[src/rtl/eth_pkg.sv]
// rtl/eth_pkg.sv - shared constants, beat type and filter state encoding for eth_pkt_filter
package eth_pkg;

   localparam logic [15:0] ETH_FTYPE_IP      = 16'h0800;
   localparam logic [7:0]  IP_PROTO_ICMP     = 8'h01;
   localparam logic [7:0]  ICMP_DEST_UNREACH = 8'h03;
   localparam logic [7:0]  ICMP_PORT_UNREACH = 8'h03;

   // Field positions: beat index within the frame, lane LSB within that beat.
   localparam int ETYPE_BEAT    = 1;
   localparam int ETYPE_HI_LSB  = 32;
   localparam int ETYPE_LO_LSB  = 40;
   localparam int PROTO_BEAT    = 2;
   localparam int PROTO_LSB     = 56;
   localparam int ICMP_BEAT     = 4;
   localparam int ICMP_TYPE_LSB = 16;
   localparam int ICMP_CODE_LSB = 24;

   typedef struct packed {
      logic [63:0] data;
      logic [7:0]  keep;
      logic        last;
      logic        user;
   } axis_beat_t;

   typedef enum logic [1:0] {
      ST_HOLD,
      ST_FLUSH,
      ST_PASS,
      ST_DROP
   } filt_state_e;

   function automatic logic icmp_port_unreach(input logic [63:0] beat);
      return (beat[ICMP_TYPE_LSB +: 8] == ICMP_DEST_UNREACH) &&
             (beat[ICMP_CODE_LSB +: 8] == ICMP_PORT_UNREACH);
   endfunction

endpackage

[src/rtl/eth_pkt_filter_if.sv]
// rtl/eth_pkt_filter_if.sv - 64-bit stream bundle with master/slave views
interface eth_pkt_filter_if;

   logic        tvalid;
   logic        tready;
   logic [63:0] tdata;
   logic [7:0]  tkeep;
   logic        tlast;
   logic        tuser;

   modport master (output tvalid, tdata, tkeep, tlast, tuser, input tready);
   modport slave  (input tvalid, tdata, tkeep, tlast, tuser, output tready);

endinterface

[src/rtl/eth_hdr_buf.sv]
// rtl/eth_hdr_buf.sv - small circular buffer holding the header beats of one frame
module eth_hdr_buf
   import eth_pkg::*;
#(
   parameter int  DEPTH = 5,
   localparam int PTR_W = $clog2(DEPTH),
   localparam int CNT_W = $clog2(DEPTH + 1)
) (
   input  logic             clk,
   input  logic             rst,
   input  logic             push,
   input  logic             pop,
   input  logic             clear,
   input  axis_beat_t       wr_beat,
   output axis_beat_t       rd_beat,
   output logic             full,
   output logic             empty,
   output logic [CNT_W-1:0] count
);

   axis_beat_t       mem_q [DEPTH];
   logic [PTR_W-1:0] wr_ptr_q;
   logic [PTR_W-1:0] rd_ptr_q;
   logic [CNT_W-1:0] count_q;
   logic             do_push;
   logic             do_pop;

   function automatic logic [PTR_W-1:0] ptr_inc(input logic [PTR_W-1:0] p);
      return (p == PTR_W'(DEPTH - 1)) ? '0 : p + 1'b1;
   endfunction

   assign full    = (count_q == CNT_W'(DEPTH));
   assign empty   = (count_q == '0);
   assign count   = count_q;
   assign rd_beat = mem_q[rd_ptr_q];
   assign do_push = push & ~full;
   assign do_pop  = pop & ~empty;

   always_ff @(posedge clk or posedge rst) begin
      if (rst) begin
         wr_ptr_q <= '0;
         rd_ptr_q <= '0;
         count_q  <= '0;
      end else if (clear) begin
         wr_ptr_q <= '0;
         rd_ptr_q <= '0;
         count_q  <= '0;
      end else begin
         if (do_push) begin
            wr_ptr_q <= ptr_inc(wr_ptr_q);
         end
         if (do_pop) begin
            rd_ptr_q <= ptr_inc(rd_ptr_q);
         end
         case ({do_push, do_pop})
            2'b10:   count_q <= count_q + 1'b1;
            2'b01:   count_q <= count_q - 1'b1;
            default: count_q <= count_q;
         endcase
      end
   end

   // Storage needs no reset: the pointers/count decide what is valid.
   always_ff @(posedge clk) begin
      if (do_push) begin
         mem_q[wr_ptr_q] <= wr_beat;
      end
   end

endmodule

[src/rtl/eth_pkt_filter.sv]
// rtl/eth_pkt_filter.sv - holds the header beats of each TX frame and drops ICMP port-unreachable frames
module eth_pkt_filter
   import eth_pkg::*;
#(
   parameter int CNT_W     = 32,
   parameter int HDR_BEATS = 5
) (
   input  logic             clk156,
   input  logic             eth_rst,
   input  logic             drop_en,
   eth_pkt_filter_if.slave  s_axis,
   eth_pkt_filter_if.master m_axis,
   output logic [CNT_W-1:0] fwd_cnt,
   output logic [CNT_W-1:0] drop_cnt
);

   localparam int BCNT_W = $clog2(HDR_BEATS + 1);

   filt_state_e       state_q, state_d;
   logic              drop_en_q, drop_en_d;
   logic              etype_ok_q, etype_ok_d;
   logic              proto_ok_q, proto_ok_d;
   logic              complete_q, complete_d;
   logic [CNT_W-1:0]  fwd_cnt_q, drop_cnt_q;

   logic              buf_push, buf_pop, buf_clear;
   logic              buf_full, buf_empty;
   logic [BCNT_W-1:0] buf_count;
   axis_beat_t        s_beat, buf_rd, m_beat;
   logic              s_ready, s_acc, m_valid;
   logic              hdr_match, fwd_inc, drop_inc;

   assign s_beat    = {s_axis.tdata, s_axis.tkeep, s_axis.tlast, s_axis.tuser};
   assign hdr_match = etype_ok_q & proto_ok_q & icmp_port_unreach(s_axis.tdata);

   eth_hdr_buf #(
      .DEPTH (HDR_BEATS)
   ) u_hdr_buf (
      .clk     (clk156),
      .rst     (eth_rst),
      .push    (buf_push),
      .pop     (buf_pop),
      .clear   (buf_clear),
      .wr_beat (s_beat),
      .rd_beat (buf_rd),
      .full    (buf_full),
      .empty   (buf_empty),
      .count   (buf_count)
   );

   // In HOLD the buffer fill level doubles as the index of the incoming beat.
   always_comb begin
      state_d    = state_q;
      drop_en_d  = drop_en_q;
      etype_ok_d = etype_ok_q;
      proto_ok_d = proto_ok_q;
      complete_d = complete_q;
      s_ready    = 1'b0;
      s_acc      = 1'b0;
      m_valid    = 1'b0;
      m_beat     = '0;
      buf_push   = 1'b0;
      buf_pop    = 1'b0;
      buf_clear  = 1'b0;
      drop_inc   = 1'b0;
      case (state_q)
         ST_HOLD: begin
            s_ready = ~buf_full;
            s_acc   = s_axis.tvalid & s_ready;
            if (s_acc) begin
               buf_push = 1'b1;
               if (buf_count == '0) begin
                  drop_en_d = drop_en;
               end
               if (buf_count == BCNT_W'(ETYPE_BEAT)) begin
                  etype_ok_d = ({s_axis.tdata[ETYPE_HI_LSB +: 8],
                                 s_axis.tdata[ETYPE_LO_LSB +: 8]} == ETH_FTYPE_IP);
               end
               if (buf_count == BCNT_W'(PROTO_BEAT)) begin
                  proto_ok_d = (s_axis.tdata[PROTO_LSB +: 8] == IP_PROTO_ICMP);
               end
               if (buf_count == BCNT_W'(ICMP_BEAT)) begin
                  if (hdr_match && drop_en_q) begin
                     // A 5-beat frame ending on the decision beat is dropped whole here.
                     buf_push  = 1'b0;
                     buf_clear = 1'b1;
                     drop_inc  = s_axis.tlast;
                     state_d   = s_axis.tlast ? ST_HOLD : ST_DROP;
                  end else begin
                     complete_d = s_axis.tlast;
                     state_d    = ST_FLUSH;
                  end
               end else if (s_axis.tlast) begin
                  complete_d = 1'b1;
                  state_d    = ST_FLUSH;
               end
            end
         end
         ST_FLUSH: begin
            m_valid = ~buf_empty;
            m_beat  = buf_rd;
            buf_pop = m_axis.tready;
            if (m_axis.tready && buf_count == BCNT_W'(1)) begin
               state_d = complete_q ? ST_HOLD : ST_PASS;
            end
         end
         ST_PASS: begin
            s_ready = m_axis.tready;
            m_valid = s_axis.tvalid;
            m_beat  = s_beat;
            if (s_axis.tvalid && m_axis.tready && s_axis.tlast) begin
               state_d = ST_HOLD;
            end
         end
         ST_DROP: begin
            s_ready = 1'b1;
            if (s_axis.tvalid && s_axis.tlast) begin
               drop_inc = 1'b1;
               state_d  = ST_HOLD;
            end
         end
         default: begin
            state_d = ST_HOLD;
         end
      endcase
   end

   assign fwd_inc = m_valid & m_axis.tready & m_beat.last;

   always_ff @(posedge clk156 or posedge eth_rst) begin
      if (eth_rst) begin
         state_q    <= ST_HOLD;
         drop_en_q  <= 1'b0;
         etype_ok_q <= 1'b0;
         proto_ok_q <= 1'b0;
         complete_q <= 1'b0;
         fwd_cnt_q  <= '0;
         drop_cnt_q <= '0;
      end else begin
         state_q    <= state_d;
         drop_en_q  <= drop_en_d;
         etype_ok_q <= etype_ok_d;
         proto_ok_q <= proto_ok_d;
         complete_q <= complete_d;
         if (fwd_inc) begin
            fwd_cnt_q <= fwd_cnt_q + 1'b1;
         end
         if (drop_inc) begin
            drop_cnt_q <= drop_cnt_q + 1'b1;
         end
      end
   end

   assign s_axis.tready = s_ready & ~eth_rst;
   assign m_axis.tvalid = m_valid;
   assign m_axis.tdata  = m_beat.data;
   assign m_axis.tkeep  = m_beat.keep;
   assign m_axis.tlast  = m_beat.last;
   assign m_axis.tuser  = m_beat.user;
   assign fwd_cnt       = fwd_cnt_q;
   assign drop_cnt      = drop_cnt_q;

endmodule

[src/flat_wrapper.sv]
// flat-port wrapper written by rule: the top's interface ports become plain ports
module eth_pkt_filter_flat import eth_pkg::*;
#(
   parameter int CNT_W     = 32,
   parameter int HDR_BEATS = 5
)
  (clk156, eth_rst, drop_en, fwd_cnt, drop_cnt, s_axis_tvalid, s_axis_tdata, s_axis_tkeep, s_axis_tlast, s_axis_tuser, s_axis_tready, m_axis_tvalid, m_axis_tdata, m_axis_tkeep, m_axis_tlast, m_axis_tuser, m_axis_tready);
  eth_pkt_filter_if s_axis_i ();
  eth_pkt_filter_if m_axis_i ();
  input  logic clk156;
  input  logic eth_rst;
  input  logic drop_en;
  output logic [CNT_W-1:0] fwd_cnt;
  output logic [CNT_W-1:0] drop_cnt;
  input wire logic [$bits(s_axis_i.tvalid)-1:0] s_axis_tvalid;
  input wire logic [$bits(s_axis_i.tdata)-1:0] s_axis_tdata;
  input wire logic [$bits(s_axis_i.tkeep)-1:0] s_axis_tkeep;
  input wire logic [$bits(s_axis_i.tlast)-1:0] s_axis_tlast;
  input wire logic [$bits(s_axis_i.tuser)-1:0] s_axis_tuser;
  output wire logic [$bits(s_axis_i.tready)-1:0] s_axis_tready;
  output wire logic [$bits(m_axis_i.tvalid)-1:0] m_axis_tvalid;
  output wire logic [$bits(m_axis_i.tdata)-1:0] m_axis_tdata;
  output wire logic [$bits(m_axis_i.tkeep)-1:0] m_axis_tkeep;
  output wire logic [$bits(m_axis_i.tlast)-1:0] m_axis_tlast;
  output wire logic [$bits(m_axis_i.tuser)-1:0] m_axis_tuser;
  input wire logic [$bits(m_axis_i.tready)-1:0] m_axis_tready;
  assign s_axis_i.tvalid = s_axis_tvalid;
  assign s_axis_i.tdata = s_axis_tdata;
  assign s_axis_i.tkeep = s_axis_tkeep;
  assign s_axis_i.tlast = s_axis_tlast;
  assign s_axis_i.tuser = s_axis_tuser;
  assign s_axis_tready = s_axis_i.tready;
  assign m_axis_tvalid = m_axis_i.tvalid;
  assign m_axis_tdata = m_axis_i.tdata;
  assign m_axis_tkeep = m_axis_i.tkeep;
  assign m_axis_tlast = m_axis_i.tlast;
  assign m_axis_tuser = m_axis_i.tuser;
  assign m_axis_i.tready = m_axis_tready;
  eth_pkt_filter #(.CNT_W(CNT_W), .HDR_BEATS(HDR_BEATS)) u_core (.clk156(clk156), .eth_rst(eth_rst), .drop_en(drop_en), .s_axis(s_axis_i), .m_axis(m_axis_i), .fwd_cnt(fwd_cnt), .drop_cnt(drop_cnt));
endmodule
[config.mk]
export PLATFORM = sky130hd
export DESIGN_NAME = eth_pkt_filter_flat
export DESIGN_NICKNAME = d
export VERILOG_FILES = /design/src/rtl/eth_pkg.sv /design/src/rtl/eth_pkt_filter_if.sv /design/src/rtl/eth_hdr_buf.sv /design/src/rtl/eth_pkt_filter.sv /design/src/flat_wrapper.sv
export SDC_FILE = /design/constraint.sdc
export NUM_CORES = 1
export LEC_CHECK = 0
export CAP_MARGIN = 20
export CORE_MARGIN = 2
export CORE_UTILIZATION = 30
export DETAILED_ROUTE_END_ITERATION = 8
export GPL_ROUTABILITY_DRIVEN = 1
export GPL_TIMING_DRIVEN = 0
export MAX_ROUTING_LAYER = met4
export SYNTH_ARGS = -nofsm -noshare
export SYNTH_HDL_FRONTEND = slang
export SYNTH_SLANG_ARGS = --single-unit
[constraint.sdc]
create_clock -name clk156 -period 19.3 [get_ports clk156]
set_clock_uncertainty 0.15 [all_clocks]
set_input_delay 3.86 -clock clk156 [delete_from_list [all_inputs] [get_ports clk156]]
set_output_delay 3.86 -clock clk156 [all_outputs]
set_load 0.005 [all_outputs]
==> results.json <==
{
  "status": "finished, final reports clean",
  "io_pins": 219,
  "clk_pin_slew_ps": 50,
  "crit_type": "in -> out",
  "p_leak_nw": 8.30,
  "rsz0062_at_grt": "false",
  "via_per_inst": 4.75,
  "slowest_delay_ps": 750,
  "syn_inst": 1103,
  "critPathSlowestCell": "clkdlybuf4s50_1",
  "critPathRequiredTime_ps": 15290,
  "reg2reg_from": "u_core.u_hdr_buf.count[1]",
  "critical_path.startpoint_type": "input pin",
  "yosysSeqAreaShare_pct": 69.5,
  "multiInputGateArea_um2": 5500,
  "cts_root_buffer": "clkbuf_16",
  "drv_cap": 0,
  "grt_antenna_before_repair": 6,
  "drive_gt1_share_pct": 20.9,
  "port-buffer-count": 218,
  "clockBufferDepth": 3,
  "arrival_ps": 5650,
  "cp-startpoint": "s_axis_tdata[62]",
  "min_path_type": "reg -> reg",
  "detail_route.wirelength_um": 48100,
  "cts-buffers-inserted": 50,
  "finalPower_mw": 3.21,
  "cts_resized": 0,
  "hold_buffers": 0,
  "drc": 0,
  "setup_viol": 0,
  "coreArea_um2": 61900,
  "setup_ws_ps": 9640,
  "dr.pass1.iters": 5,
  "hold_start": "u_core.drop_cnt[31]",
  "period_share_pct": 50.1,
  "area_growth_pct": 28.7,
  "critPathMaxFanout": 7,
  "grt_pass1_vias": 11500,
  "grtUsageTotal_pct": 15.2,
  "yosysWarnings": 0,
  "final_nets": 1538,
  "slew_viol_final": 0,
  "start_util_pct": 30.4,
  "rows": 91,
  "worst_skew_pair.late_latency_ps": 570,
  "dr_total_vias": 11000,
  "clkSinkCount": 449,
  "ir_worst_vdd_uv": 54.8,
  "fmax_ghz": 0.104,
  "die_h_um": 255,
  "place_congestion": 0.762,
  "synthFlopType": "edfxtp_1",
  "die_w_um": 255,
  "grt_pass1_wl_um": 71800,
  "synth_seq_cells": 449,
  "num-fill-cells": 5771,
  "tightest_slew_ps": 1230,
  "wire_per_inst_um": 20.7,
  "synthesis.nets": 1199,
  "min_period_ps": 9660,
  "synth.avg_cell_area_um2": 17.1,
  "p_per_area_nw_per_um2": 132,
  "ant_nets": 0,
  "hold_viol": 0,
  "synth_edf_count": 370,
  "path_cells": "clkdlybuf4s50_1, a22oi_1, nor2b_1, clkdlybuf4s50_1",
  "worstSetupEndpointType": "output port",
  "cpMostUsedCell": "clkdlybuf4s50_1",
  "synth.cell_area_um2": 18800,
  "h-tree-depth": 2,
  "synth_cell_types": 44,
  "gr-total-overflow": 0,
  "async_flop_share_pct": 17.6,
  "cts_tree": "yes",
  "cts_setup_buffers": 0,
  "ff_latch_area_um2": 13100,
  "dieArea_um2": 64800,
  "maxSlewHeadroom_pct": 17.7,
  "post-place-ws_ps": 9660,
  "grt_start_max_net_pins": 52,
  "dp_hpwl_um": 34500,
  "drtIter0Drc": 704
}
==> state kept, by name, summed over array words and instances, names as in the netlist, 2 cells and up <==
name,count
u_core.fwd_cnt,32
u_core.state_q,2
u_core.u_hdr_buf.count,3
u_core.u_hdr_buf.mem_q,370
u_core.drop_cnt,32
u_core.u_hdr_buf.rd_ptr_q,3
u_core.u_hdr_buf.wr_ptr_q,3
==> layer usage <==
layer  part of all wire (%)  global-route usage [%]  routed length [µm]
met5                      0                       -                   0
met4                    1.8                    3.51                 885
met3                    5.9                    3.62                2860
met2                     49                    24.6               23500
met1                     43                    19.5               20900
==> cell type report <==
type / instances / share of cell area [%]
Antenna cell: 7 / 0.0722
Buffer: 59 / 1.02
Sequential cell: 449 / 54.0
Clock buffer: 63 / 5.40
Timing Repair Buffer: 287 / 11.4
Clock inverter: 29 / 0.996
Inverter: 12 / 0.196
Multi-Input combinational cell: 583 / 22.7
Tap cell: 837 / 4.32
==> critical path, delay by kind of cell <==
kind                   cells  cell delay (ps)
AND/OR/NAND/NOR            1              210
AO/OA/AOI/OAI              1              260
buffers and inverters      2             1320
==> power by group <==
group / internal, mW / switching [mW] / leakage (nW)
clock: 0.522 / 0.383 / 0.758
sequential: 1.16 / 0.0346 / 4.42
combinational: 0.559 / 0.554 / 3.12
==> logic make-up after synthesis <==
family / Yosys count / synth area share, %
AO/OA/AOI/OAI: 101 / 3.81
AND/OR/NAND/NOR: 248 / 7.55
buffers and inverters: 71 / 1.55
XOR/XNOR: 65 / 3.02
adder cells (fa/ha/maj): 17 / 1.13
multiplexers: 152 / 13.5
flip-flops: 449 / 69.5
==> cells in the final DEF, fill, tap and decap left out, drive strengths merged, types with 3 or more instances in the layout <==
cell / synthesis / layout
edfxtp: 370 / 370
clkdlybuf4s50: 0 / 218
clkbuf: 42 / 105
buf: 17 / 86
dfrtp: 79 / 79
mux2: 75 / 75
nor2b: 74 / 74
mux4: 74 / 74
a22oi: 73 / 73
nand2: 43 / 43
xnor2: 40 / 40
and3: 25 / 25
xor2: 25 / 25
nor2: 23 / 23
clkinv: 0 / 22
nand3: 20 / 20
ha: 17 / 17
nand4: 15 / 15
inv: 12 / 14
o21ai: 13 / 13
nor4: 12 / 12
nor3: 9 / 9
and4: 9 / 9
diode: 0 / 7
nor4b: 5 / 5
a21oi: 4 / 4
and2: 4 / 4
nand2b: 3 / 3
a211oi: 3 / 3
mux2i: 3 / 3
bufinv: 0 / 3
==> synthesized netlist by cell type, types with 2 or more instances <==
| library cell | number | area (µm²) |
|---|---|---|
| a22oi_1 | 73 | 548 |
| buf_1 | 6 | 22.5 |
| mux2i_1 | 3 | 30.0 |
| nor3_1 | 9 | 45.0 |
| and3_1 | 25 | 156 |
| a211oi_1 | 3 | 22.5 |
| nor2_1 | 23 | 86.3 |
| nor4_1 | 10 | 62.6 |
| inv_1 | 12 | 45.0 |
| buf_6 | 2 | 22.5 |
| xor2_1 | 25 | 219 |
| xnor2_1 | 40 | 350 |
| ha_1 | 17 | 213 |
| nand3_1 | 20 | 100 |
| nor2b_1 | 74 | 463 |
| a21oi_1 | 4 | 20.0 |
| buf_2 | 9 | 45.0 |
| nor4_2 | 2 | 25.0 |
| dfrtp_1 | 79 | 1980 |
| mux4_2 | 74 | 1670 |
| nand4_1 | 14 | 87.6 |
| nand2_1 | 43 | 161 |
| nand3b_1 | 2 | 15.0 |
| mux2_2 | 75 | 845 |
| edfxtp_1 | 370 | 11100 |
| o21ai_0 | 13 | 65.1 |
| and4_1 | 9 | 78.8 |
| and2_1 | 3 | 18.8 |
| nand2b_1 | 3 | 18.8 |
| nor4b_1 | 5 | 43.8 |
| clkbuf_1 | 42 | 158 |
| a31oi_1 | 2 | 12.5 |
==> per-stage QoR <==
step	util, %	setup TNS, ps	hold WS, ps	instance area (µm²)	cells
floorplan	-	0	298	18800	1103
global placement	35.6	-430360	311	22100	2158
detailed placement	36.6	0	310	22700	2227
CTS	39.1	0	322	24200	2319
global route	39.2	0	346	24200	2325
finish	39.2	0	321	24300	2326
==> worst paths after layout <==
kind | end | cells past startpoint | slack [ps]
worst max-delay path | m_axis_tdata[62] | 4 | 9640
worst min-delay path | u_core.drop_cnt[31] | 1 | 320
worst max register to register | u_core.u_hdr_buf.mem_q[1][49] | 10 | 15690
worst min register to register | u_core.drop_cnt[31] | 1 | 320
max in group asynchronous | u_core.drop_cnt[2] | 3 | 14860
min in group asynchronous | u_core.fwd_cnt[11] | 2 | 3540
Power figures use the tool's default switching activity.
